===== src/rtl/uart_tx_ctrl.sv =====
// uart_tx_ctrl: UART TX frame sequencer driving the output mux select, serial data and parity bit
module uart_tx_ctrl #(
  parameter int DATA_WIDTH = 8
) (
  input  logic                  CLK,
  input  logic                  RST,
  input  logic [DATA_WIDTH-1:0] P_DATA,
  input  logic                  Data_Valid,
  input  logic                  PAR_EN,
  input  logic                  PAR_TYP,
  output logic [1:0]            mux_sel,
  output logic                  ser_data,
  output logic                  par_bit,
  output logic                  busy
);
  localparam int CW = $clog2(DATA_WIDTH);
  typedef enum logic [2:0] {IDLE, START, DATA, PARITY, STOP} state_t;
  state_t                state;
  logic [CW-1:0]         cnt;
  logic [DATA_WIDTH-1:0] shift_reg;
  logic                  par_en_q;
  assign ser_data = shift_reg[0];
  // Frame sequencer; mux_sel and busy are registered alongside the state they decode
  always_ff @(posedge CLK) begin
    if (RST) begin
      state     <= IDLE;
      cnt       <= '0;
      shift_reg <= '0;
      par_en_q  <= 1'b0;
      par_bit   <= 1'b0;
      mux_sel   <= 2'b01;
      busy      <= 1'b0;
    end else begin
      case (state)
        IDLE: if (Data_Valid) begin
          shift_reg <= P_DATA;
          par_en_q  <= PAR_EN;
          par_bit   <= ^P_DATA ^ PAR_TYP;
          state     <= START;
          mux_sel   <= 2'b00;
          busy      <= 1'b1;
        end
        START: begin
          state   <= DATA;
          cnt     <= '0;
          mux_sel <= 2'b10;
        end
        DATA: begin
          shift_reg <= shift_reg >> 1;
          if (cnt == CW'(DATA_WIDTH - 1)) begin
            state   <= par_en_q ? PARITY : STOP;
            mux_sel <= par_en_q ? 2'b11 : 2'b01;
          end else begin
            cnt <= cnt + 1'b1;
          end
        end
        PARITY: begin
          state   <= STOP;
          mux_sel <= 2'b01;
        end
        STOP: begin
          state   <= IDLE;
          mux_sel <= 2'b01;
          busy    <= 1'b0;
        end
        default: begin
          state   <= IDLE;
          mux_sel <= 2'b01;
          busy    <= 1'b0;
        end
      endcase
    end
  end
endmodule


===== config.mk =====
export PLATFORM = sky130hd
export DESIGN_NAME = uart_tx_ctrl
export DESIGN_NICKNAME = d
export VERILOG_FILES = /design/src/rtl/uart_tx_ctrl.sv
export SDC_FILE = /design/constraint.sdc
export NUM_CORES = 1
export LEC_CHECK = 0
export ABC_AREA = 1
export BUFFER_PORTS_ARGS = -buffer_cell sky130_fd_sc_hd__buf_2
export CAP_MARGIN = 0
export CORE_AREA = 4 4 52 54
export DETAILED_ROUTE_END_ITERATION = 10
export DIE_AREA = 0 0 56 58
export PLACE_DENSITY_LB_ADDON = 0.3
export SLEW_MARGIN = 25
export SYNTH_ARGS = -nofsm -noshare
export SYNTH_HDL_FRONTEND = slang
export SYNTH_SLANG_ARGS = --single-unit

===== constraint.sdc =====
create_clock -name CLK -period 3.3 [get_ports CLK]
set_input_delay 0.33 -clock CLK [delete_from_list [all_inputs] [get_ports CLK]]
set_output_delay 0.33 -clock CLK [all_outputs]
set_load 0.05 [all_outputs]

======== Yosys cells after proc, flatten, opt, wreduce, memory -nomap -nowiden ========
Cells that the tools add are included.
cells by class
  $add $sub $neg .......................... 1
  equal/unequal tests ..................... 7
  muxes and demuxes ....................... 14
  bitwise logic cells ..................... 2
  reduce and logical (&&, ||, !) cells .... 10
operators by type and width
  operator                                             count
  case mux 8 bit (2 select lines)                      1
  2-to-1 mux 3 bit                                     4
  case mux 3 bit (4 select lines)                      1
  AND reduction 2 bit                                  5
  2-to-1 mux 8 bit                                     1
  parity 8 bit                                         1
  equality test 3 x 2 -> 1 bit, second input constant  2
  2-to-1 mux 2 bit                                     3
  != test 2 bit, second input constant                 3
  case mux 2 bit (3 select lines)                      1
  case mux 3 bit (2 select lines)                      1
  nonzero test 2 bit                                   2
  adder 3 x 1 -> 3 bit, second input constant          1
  equality test 3 x 1 -> 1 bit, second input constant  1
  equality test 3 bit, second input constant           1
  logical NOT 3 bit                                    1
  OR reduction 3 bit                                   1
  case mux 1 bit (2 select lines)                      1
  2-to-1 mux 1 bit                                     1
  NOT 1 bit                                            1
  XOR 1 bit                                            1
word-level totals
  register bits after elaboration ......... 19
  output and inout port bits .............. 5
  logic and storage cells ................. 41

======== Depth between registers and ports, before layout ========
  depth in word-level cells ............... 4
  mapped depth ............................ 10

======== Worst setup path after synthesis ========
No wires, ideal clock.
  kind .................................... register to register
  from .................................... register cnt[0]
  to ...................................... register cnt[0]
  library setup time ...................... 0.115 ns
  arrival ................................. 1.191 ns
  required time ........................... 3.185 ns
  setup slack ............................. 1.995 ns
  stages on the path, launching flop included .. 8
  path buffers ............................ 0
  cells stage by stage .................... dfxtp_1 > ha_1 > ha_1 > or2_4 > nand2_8 > o21ai_2 > o21ai_1 > nor2_1
between the ends
  word-level cells in the longest chain between the ends .. 3
  elaborated cells on any way between the ends .. 6
ends and longest elaborated chain
  what                                                                           line    RTL
  from (decl)                                                                    19      logic [CW-1:0] cnt;
  from (signal assigned)                                                         54      cnt <= cnt + 1'b1;
  adder 3 x 1 -> 3 bit / equality test 3 bit (equally long branches)             54, 50
  2-to-1 mux 3 bit / != test 2 bit (equally long branches)                       n/a
  case mux 3 bit (2 select lines) / AND reduction 2 bit (equally long branches)  n/a
Parallel ways exist; a longest one is shown, timed or not. The select of a mux whose other input is x is not followed.
A chain may end at the register's enable or synchronous reset.

======== Worst setup path in the final report ========
Ends and elaborated chain as after synthesis.

==> results.ini <==
[floorplanning]
floorplan.initialDensity=0.486
die_width_um=56
top_level_ports=18
rows=17
die_h_um=58
core_area_um2=2210
floorplan.die_area_um2=3250

[final_layout]
synthToLayoutAreaGrowth_pct=10.9
final_layout_size_suffix_gt1_frac=0.294
insertedDiodeCount=0
number_of_flip_flops_in_the_largest_register=8
final_nets=179

[clocking]
tritoncts_sink_count=19
cts_buffers=3
cts_resized=0
cts_setup_buffers=0
cts_hold_buffers=0
worst_skew_pair.late_latency_ns=0.30
htreeDepth=1
cts.reportedPaths.clkPinSlew_ns=0.11
clock_tree_from_tritoncts=yes
root_buffer=clkbuf_4
cts.path.max_buffers=2

[logic_synthesis]
synthFlopType=dfxtp_1
yosys_warnings=0
synth.yosys.seq_area_share=0.354
synthDistinctLibCells=24
syn_avg_cell_area_um2=7.41
async_reset_ff_frac=0
ys_seq_elements=19
fraction_of_synthesized_cell_area_taken_by_the_top_area_cell_type=0.354
synth_enable_flop_cells=0
synth_nets=160
synth.most_common_cell=nand2_1
netlist_top_cells_count=nand2_1 (39), inv_1 (20), dfxtp_1 (19)
synth_top_cells_by_area=dfxtp_1 (35%), nand2_1 (14%), o21ai_0 (7.5%), inv_1 (7.0%), a21oi_2 (5.7%)
netlist_area_um2=1070
synth.largest_area_cell=dfxtp_1
post_synth_inst_count=145

[timing]
fin_crit_sh=0.421
maximum_operating_frequency_ghz=0.720
max_slew.worst_pin.slew_ns=0.356
finalCriticalPeriod_ns=1.39
rsz0062_at_grt=false
timing_hold_violations_final=0
timing.final.max_slew_violations=0
fin_tns_setup_ns=0
finClkSkew_ns=0.00645
finalSetupViolations=0
worst_slew_margin_rel=0.763

[power_and_ir_drop]
total_leakage_power_nw=0.590
power-per-cell-area_nw_per_um2=863
irDropWorstVdd_uv=473
totalPowerFinal_mw=1.03

[route]
dr.first_iter.drc_count=13
wire_per_inst_um=10.7
drtPass1Iterations=4
avgViaCountPerCell=4.91
route.final.wire_length_um=2050
detailroute.via_count=938
route.antenna.remaining_nets=0
route.detailed.drc=0

[global_route]
globalRouteTotalUtil=0.129
grt_max_degree=18
grt_pass1_wl_um=3400
grt_antenna_before_repair=0
grt_pass1_vias=806
overflow=0

[place]
final_hpwl_from_detailed_placement_um=1600
gp_congestion=0.721
port_buffers=17

[flow_run]
max_cap_viol_count=0

[setup_path]
path_class=reg2reg
cp-end-kind=flip-flop
cp_data_required_time_ns=3.49
data_arrival_critical_path_ns=1.58
setup.worst_path.start_class=flip-flop
critical_path_peak_fanout=6

[outcome]
outcome=complete, no violations

[min_path]
hold_path_class=in2reg

power breakdown:
group | internal, mW | leakage [nW] | switching (mW)
clock network | 0.0452 | 0.0177 | 0.0717
logic | 0.177 | 0.415 | 0.376
registers | 0.316 | 0.157 | 0.0440
worst paths after layout:
check	start	to	slack, ns	cells after the start
max	cnt[0]	cnt[0]	1.91	7
min	P_DATA[7]	shift_reg[7]	0.31	3
max reg2reg	cnt[0]	cnt[0]	1.91	7
min reg2reg	shift_reg[6]	shift_reg[6]	0.46	2
stage by stage:
| step | setup WS [ns] | hold WS (ns) | util | instance area [um^2] | instances |
|---|---|---|---|---|---|
| detailed placement | 1.93 | 0.444 | 0.527 | 1160 | 187 |
| finish | 1.91 | 0.310 | 0.539 | 1190 | 191 |
| global route | 1.82 | 0.292 | 0.539 | 1190 | 191 |
| global placement | 1.96 | 0.436 | 0.527 | 1160 | 187 |
| floorplan | 1.99 | 0.425 | - | 1070 | 145 |
| CTS | 1.91 | 0.308 | 0.539 | 1190 | 191 |
layout make-up:
class | instances | area [um^2]
timing repair buffer | 17 | 85.1
inverter | 23 | 88.8
tap | 28 | 35.0
fill | 223 | 1020
multi-input combinational | 100 | 576
clock inverter | 1 | 5.00
sequential | 19 | 380
clock buffer | 3 | 22.5
kinds of logic after synthesis:
kind of cell    Yosys count  share of synthesized area
fa+ha+maj                 2                     0.0233
compound gates           39                      0.224
xor+xnor                  1                    0.00815
buf+inv                  26                      0.111
flops                    19                      0.354
simple gates             58                      0.281
cell usage in the layout (no fill, tap or decap):
cell type  netlist  final
nand2_1         39     39
inv_1           20     20
dfxtp_1         19     19
buf_2            0     17
o21ai_0         16     16
a21oi_1          9      9
a21oi_2          7      7
o21ai_2          5      5
nand2_2          4      4
nand3_1          4      4
nand2_4          3      3
clkbuf_4         0      3
inv_2            2      2
nor2_2           2      2
o21ai_1          2      2
ha_1             2      2
or2_4            1      1
inv_4            1      1
nor2_8           1      1
nor4_1           1      1
nand2_8          1      1
xor2_1           1      1
nor3_1           1      1
nor2_1           1      1
clkinv_2         0      1
critical path, stage by stage (launching register included):
cell     delay, ns
dfxtp_1       0.35
ha_1          0.20
ha_1          0.17
or2_4         0.29
nand2_8       0.09
o21ai_2       0.05
o21ai_1       0.07
nor2_1        0.05
metal layers:
layer | part of all wire | GRT usage
met4 | 0.0097 | 0.0373
met1 | 0.46 | 0.164
met3 | 0.042 | 0.0445
met5 | 0 | 0
met2 | 0.49 | 0.207
Note: power is estimated with default switching activity, not from simulation.
